==> src/rtl/fm_pkg.sv <==
// Shared types and constants for the FM operator phase generator.
package fm_pkg;

  typedef enum logic {
    ST_CLEAR,
    ST_RUN
  } fm_state_e;

  localparam int unsigned LFSR_W     = 23;
  localparam int unsigned LFSR_TAP_A = 22;
  localparam int unsigned LFSR_TAP_B = 17;
  localparam logic [LFSR_W-1:0] LFSR_SEED = LFSR_W'(1);

  localparam int unsigned VCNT_W = 13;

  // MULT code to frequency multiplier (x2 scale, so code 0 means 0.5 -> 1).
  function automatic logic [4:0] mult_factor(input logic [3:0] code);
    logic [4:0] m;
    if (code == 4'd0)        m = 5'd1;
    else if (code <= 4'd10)  m = {code, 1'b0};
    else if (code == 4'd11)  m = 5'd20;
    else if (code <= 4'd13)  m = 5'd24;
    else                     m = 5'd30;
    return m;
  endfunction

endpackage

==> src/rtl/fm_phase_ram.sv <==
// Per-operator phase accumulator storage: synchronous write, combinational read.
module fm_phase_ram #(
  parameter int DEPTH = 36,
  parameter int WIDTH = 19
) (
  input  logic                     clk,
  input  logic                     we,
  input  logic [$clog2(DEPTH)-1:0] waddr,
  input  logic [WIDTH-1:0]         wdata,
  input  logic [$clog2(DEPTH)-1:0] raddr,
  output logic [WIDTH-1:0]         rdata
);

  logic [WIDTH-1:0] mem [DEPTH];

  always_ff @(posedge clk) begin
    if (we && (int'(waddr) < DEPTH)) begin
      mem[waddr] <= wdata;
    end
  end

  assign rdata = (int'(raddr) < DEPTH) ? mem[raddr] : '0;

endmodule

==> src/rtl/fm_phase_gen.sv <==
// Time-multiplexed FM operator phase generator with vibrato, hard sync,
// phase modulation offset and a rhythm noise LFSR.
module fm_phase_gen
  import fm_pkg::*;
#(
  parameter int NUM_OPS = 36,
  parameter int ACC_W   = 19,
  parameter int PHASE_W = 10
) (
  input  logic                       clk,
  input  logic                       reset,
  input  logic [$clog2(NUM_OPS)-1:0] op_sel,
  input  logic                       next,
  input  logic                       restart,
  input  logic [2:0]                 block,
  input  logic [9:0]                 fnum,
  input  logic [3:0]                 mult,
  input  logic                       vib,
  input  logic                       dvb,
  input  logic                       sync_en,
  input  logic [PHASE_W-1:0]         pm_offset,
  output logic                       ready,
  output logic [PHASE_W-1:0]         phase,
  output logic                       phase_valid,
  output logic                       wrap,
  output logic                       noise
);

  localparam int OP_W = $clog2(NUM_OPS);

  fm_state_e         state_q, state_d;
  logic [OP_W-1:0]   clr_idx_q, clr_idx_d;
  logic [VCNT_W-1:0] vcnt_q;
  logic [LFSR_W-1:0] lfsr_q;

  logic              clearing, accept, frame_end;
  logic [ACC_W-1:0]  rd_data, base, inc, vib_term, new_acc;
  logic [ACC_W+1:0]  sum;
  logic [15:0]       fw;
  logic [20:0]       scaled;
  logic [2:0]        vib_delta;

  logic              ram_we;
  logic [OP_W-1:0]   ram_waddr;
  logic [ACC_W-1:0]  ram_wdata;

  assign clearing  = (state_q == ST_CLEAR);
  assign accept    = next && (state_q == ST_RUN) &&
                     ({1'b0, op_sel} < (OP_W+1)'(NUM_OPS));
  assign frame_end = accept && (op_sel == OP_W'(NUM_OPS - 1));

  always_comb begin
    state_d   = state_q;
    clr_idx_d = clr_idx_q;
    if (state_q == ST_CLEAR) begin
      if (clr_idx_q == OP_W'(NUM_OPS - 1)) begin
        state_d   = ST_RUN;
        clr_idx_d = '0;
      end else begin
        clr_idx_d = clr_idx_q + 1'b1;
      end
    end
  end

  always_comb begin
    fw     = 16'(fnum) << block;
    scaled = 21'(fw) * 21'(mult_factor(mult));
    inc    = ACC_W'(scaled >> 2);

    vib_delta = fnum[9:7];
    if (vcnt_q[11:10] == 2'b11) vib_delta = vib_delta >> 1;
    if (!dvb)                   vib_delta = vib_delta >> 1;
    vib_term = '0;
    if (vib) vib_term = vcnt_q[VCNT_W-1] ? ~ACC_W'(vib_delta) : ACC_W'(vib_delta);

    // The wrap register doubles as the latched carry of the previous accepted step.
    base    = (restart || (sync_en && wrap)) ? '0 : rd_data;
    sum     = (ACC_W+2)'(base) + (ACC_W+2)'(inc) + (ACC_W+2)'(vib_term);
    new_acc = sum[ACC_W-1:0];
  end

  assign ram_we    = clearing || accept;
  assign ram_waddr = clearing ? clr_idx_q : op_sel;
  assign ram_wdata = clearing ? '0 : new_acc;

  fm_phase_ram #(
    .DEPTH (NUM_OPS),
    .WIDTH (ACC_W)
  ) u_ram (
    .clk   (clk),
    .we    (ram_we),
    .waddr (ram_waddr),
    .wdata (ram_wdata),
    .raddr (op_sel),
    .rdata (rd_data)
  );

  always_ff @(posedge clk or posedge reset) begin
    if (reset) begin
      state_q     <= ST_CLEAR;
      clr_idx_q   <= '0;
      ready       <= 1'b0;
      phase       <= '0;
      phase_valid <= 1'b0;
      wrap        <= 1'b0;
      vcnt_q      <= '0;
      lfsr_q      <= LFSR_SEED;
    end else begin
      state_q     <= state_d;
      clr_idx_q   <= clr_idx_d;
      ready       <= (state_q == ST_RUN);
      phase_valid <= accept;
      if (accept) begin
        phase <= new_acc[ACC_W-1 -: PHASE_W] + pm_offset;
        wrap  <= |sum[ACC_W+1:ACC_W];
      end
      if (frame_end) begin
        vcnt_q <= vcnt_q + 1'b1;
        lfsr_q <= {lfsr_q[LFSR_W-2:0], lfsr_q[LFSR_TAP_A] ^ lfsr_q[LFSR_TAP_B]};
      end
    end
  end

  assign noise = lfsr_q[LFSR_W-1];

endmodule

==> config.mk <==
export PLATFORM = sky130hd
export DESIGN_NAME = fm_phase_gen
export DESIGN_NICKNAME = d
export VERILOG_FILES = /design/src/rtl/fm_pkg.sv /design/src/rtl/fm_phase_ram.sv /design/src/rtl/fm_phase_gen.sv
export SDC_FILE = /design/constraint.sdc
export NUM_CORES = 1
export LEC_CHECK = 0
export ABC_AREA = 0
export CAP_MARGIN = 40
export CORE_MARGIN = 10
export CORE_UTILIZATION = 63
export CTS_CLUSTER_DIAMETER = 80
export DETAILED_ROUTE_END_ITERATION = 12
export PLACE_DENSITY_LB_ADDON = 0.2
export SETUP_SLACK_MARGIN = 0.5
export SYNTH_ARGS = -nofsm -noshare
export SYNTH_HDL_FRONTEND = slang
export SYNTH_SLANG_ARGS = --single-unit
==> constraint.sdc <==
create_clock -name clk -period 6.4 [get_ports clk]
set_clock_uncertainty 0.05 [all_clocks]
set_input_delay 0.96 -clock clk [delete_from_list [all_inputs] [get_ports clk]]
set_output_delay 0.96 -clock clk [all_outputs]
set_load 0.05 [all_outputs]
==> metrics.sh <==
CTS_MADE_BUFFERS=74
CTSLONGESTPATHBUFFERS=3
GRT_PASS1_VIAS=21200
HOLD_PATH.CLASS='register to register'
CLK_PIN_SLEW_WORST_PATHS_NS=0.05
LAYOUT.AREA.SEQ_UM2=21900
VIA_PER_INST=6.73
POWER.LEAKAGE_nW=15.1
POSTSYNTH.ASYNCRESETSHARE_PCT=7.57
SYN_NETS=2049
SLOWEST_DELAY_NS=0.50
COREAREA_UM2=52300
POWER_DENSITY_nW_PER_UM2=405
GRT_PASS1_WL_MM=139
YOSYSTOPAREACELL='edfxtp_1'
NUM_VIAS=20700
ROUTED_WL_MM=96.2
CRITICAL_PATH.STARTPOINT_TYPE='primary input'
REQUIRED_TIME_OF_THE_CRITICAL_PATH_NS=6.82
SETUP.WORST_PATH.CLASS='primary input to register'
SYNTH_SEQ_CELLS=740
GRT_ANTENNA_BEFORE_REPAIR=0
ROUTE.ANTENNA.REMAINING_NETS=0
AREA_GROWTH_SYN_TO_LAYOUT_PCT=25.0
REG2REG_FROM='u_ram.mem[13][1]'
R2R_END='phase[8]'
FILL_CELLS=2622
CLOCK_TREE_FROM_TRITONCTS='done'
GR-USAGE-ALL-LAYERS_PCT=30.3
DP_HPWL_MM=50.5
SETUP.REG_TO_REG.WORST_SLACK_NS=0.40
REG2REG_DEPTH=23
FLOORPLAN.DIE.HEIGHT_UM=249
AVGROUTEDWIREPERCELL_UM=31.3
POST-ROUTE-WORST-SETUP-SLACK_NS=-1.35
CLOCK_TREE.ROOT_CELL='clkbuf_16'
FINALHOLDWORSTSLACK_NS=0.421
NUM_ROWS=84
SYNTH.CELLS.MOST_FREQUENT='edfxtp_1 (684), mux4_2 (209), inv_1 (119)'
REPORT.FINAL.HOLD_VIOL_COUNT=0
CP_MAX_FO=4
CRIT_TOP_CELL='fa_1'
POST_SYNTH_INST_COUNT=1889
FINAL_REPORT_SETUP_VIOLATION_COUNT=354
FMAXACHIEVABLE_GHz=0.129
CTS-HOLD-FIX-BUFFERS=0
FIRST_PASS_ITERS=12
SLOWEST_STAGE_CELL_CRIT_PATH='fa_1'
GRT.OVERFLOW.TOTAL=0
SYNTH_TOP_FLOP_CELL='edfxtp_1'
PERIOD_SHARE_PCT=121
MIN_FROM='vcnt_q[7]'
POST-ROUTE-MIN-PERIOD_NS=7.75
PLACE_AREA_UM2=37200
GRT_MAX_DEGREE=61
SYNTH-SEQ-AREA-SHARE_PCT=66.1
SYNTH.MOST_COMMON_CELL='edfxtp_1'
CP.ARRIVAL_NS=8.17
END_KIND='register'
MAX-CAP-VIOLATIONS=0
SLEW_VIOL_FINAL=0
SYNTH-EDFF-COUNT=684
WORSTMARGINPINSLEW_NS=0.943
HOLD_PATH_SINK='vcnt_q[7]'
MEAN_AREA_PER_SYNTHESIZED_CELL_UM2=17.6
SYNTH_AREA_LEADERS='edfxtp_1 (62%), mux4_2 (14%), dfrtp_1 (4.1%)'
TRITONCTS_NUM_SINKS=740
INITIALDRTVIOLATIONCOUNT=2726
MULTI_INPUT_COMB_AREA_UM2=11900
RESULT_OF_THE_RUN='finished with violations'
DRC_ERRORS=0
CTS_MAX_LEVEL=3
SLEW-LIMIT-HEADROOM_PCT=37.0
HOLD_PATH_DEPTH=1
DRIVE_GT1_SHARE_PCT=39.8
FAILING_CHECKS='negative setup slack'
SYNTH.DISTINCT_CELLS=64
SYNTH_TOP_AREA_SHARE_PCT=61.9
FLOORPLAN.DIE_AREA_UM2=62200
GLOBALPLACE.CONGESTION=0.856
YOSYS_WARNINGS=0
FP.DIEW_UM=249
MAPPEDNETLISTAREA_UM2=33200
NUM_IO_PINS=54
RSZ_0062_RAISED_AFTER_GLOBAL_ROUTING='yes'
IO_BUFFER_COUNT=53
CLK-INSERTION-DELAY-LATE_NS=0.64
FINISH.NET_COUNT=2493
IR_WORST_VDD_V=0.000430
INITIAL_UTILIZATION_PCT=63.4
FINAL_AREA_UM2=41500
ANTENNA-DIODE-COUNT=0
[sequential cells by signal, summed over array words and instances, names as in the netlist]
register / cells
phase_valid: 1
state_q: 1
lfsr_q: 23
ready: 1
u_ram.mem: 684
clr_idx_q: 6
vcnt_q: 13
phase: 10
wrap: 1
[area by class of cell]
type,instances,area share [%]
Clock inverter,37,0.987
Sequential cell,740,52.9
Clock buffer,94,4.65
Multi-Input combinational cell,983,28.8
Inverter,119,1.08
Tap cell,688,2.08
Timing Repair Buffer,415,9.53
[routing by layer]
metal	up-vias	track usage [%]	routed length [um]
met5	-	0	0
met3	351	7.69	11100
met4	0	16.0	5670
met2	1643	47.9	46400
li1	8223	-	-
met1	10500	38.4	33000
[layout by cell type, fill, tap and decap left out, types with 26 or more instances in the layout]
cell	Yosys	final
clkbuf_16	0	74
nor2_1	80	35
buf_4	11	282
nor2_2	0	28
buf_12	0	32
nand3_1	33	29
clkdlybuf4s50_1	0	35
and2_4	0	53
mux2_2	30	26
buf_6	3	34
edfxtp_1	684	684
ha_1	57	34
dfrtp_1	55	55
nand2_1	116	110
inv_1	119	105
fa_1	63	61
mux4_2	209	209
[through the flow]
step                cells  setup TNS (ns)  power [mW]  utilization (%)  worst slack [ns]
global placement     2819         -627.71        10.3             70.7             -2.18
CTS                  3049         -148.02        16.2             78.0             -1.14
floorplan            1889         -133.45        8.65                -             -1.34
detailed placement   2830         -700.72        10.5             71.1             -2.34
finish               3076         -225.50        16.8             79.2             -1.35
global route         3076         -298.51        17.3             79.2             -1.63
[kinds of logic after synthesis]
group           after synthesis  synth area share (%)
flops                       740                  66.1
simple gates                351                  5.07
mux                         250                  15.5
buf+inv                     206                  2.58
compound gates              165                  3.23
fa+ha+maj                   120                  5.95
xor+xnor                     56                  1.48
other cells                   1                0.0113
[report_power, final]
group	switching (mW)	total (mW)	internal [mW]
combinational	3.40	6.06	2.66
clock	1.86	4.28	2.43
sequential	0.0347	6.46	6.42
total	5.29	16.8	11.5
[worst max-delay path by stage]
stage	startpoint	end	slack, ns	depth (start not counted)
4_1_cts	block[0]	phase[8]	-1.14	36
3_5_place_dp	block[0]	phase[9]	-2.34	36
3_3_place_gp	block[0]	phase[9]	-2.18	36
5_1_grt	block[0]	phase[9]	-1.63	37
6_report	block[0]	phase[9]	-1.35	39
2_1_floorplan	block[0]	phase[9]	-1.34	34
[timing repair]
action | 4_1_cts | 5_1_grt
hold endpoints to repair | 0 | 0
pin swaps | 92 | 77
gates cloned | 42 | 2
endpoints found under the setup margin | 520 | 515
buffers inserted | 46 | 23
gates resized for setup | 180 | 90
[critical path, delay by kind of cell]
kind / cells / cell delay [ns]
and+or+nand+nor: 6 / 0.57
adders and majority gates: 7 / 2.70
xor gates and xnor gates: 4 / 0.62
muxes: 1 / 0.30
AOI/OAI and AO/OA: 15 / 2.50
buffers and inverters: 6 / 0.51
No activity file was read; power rests on OpenSTA's default activity.
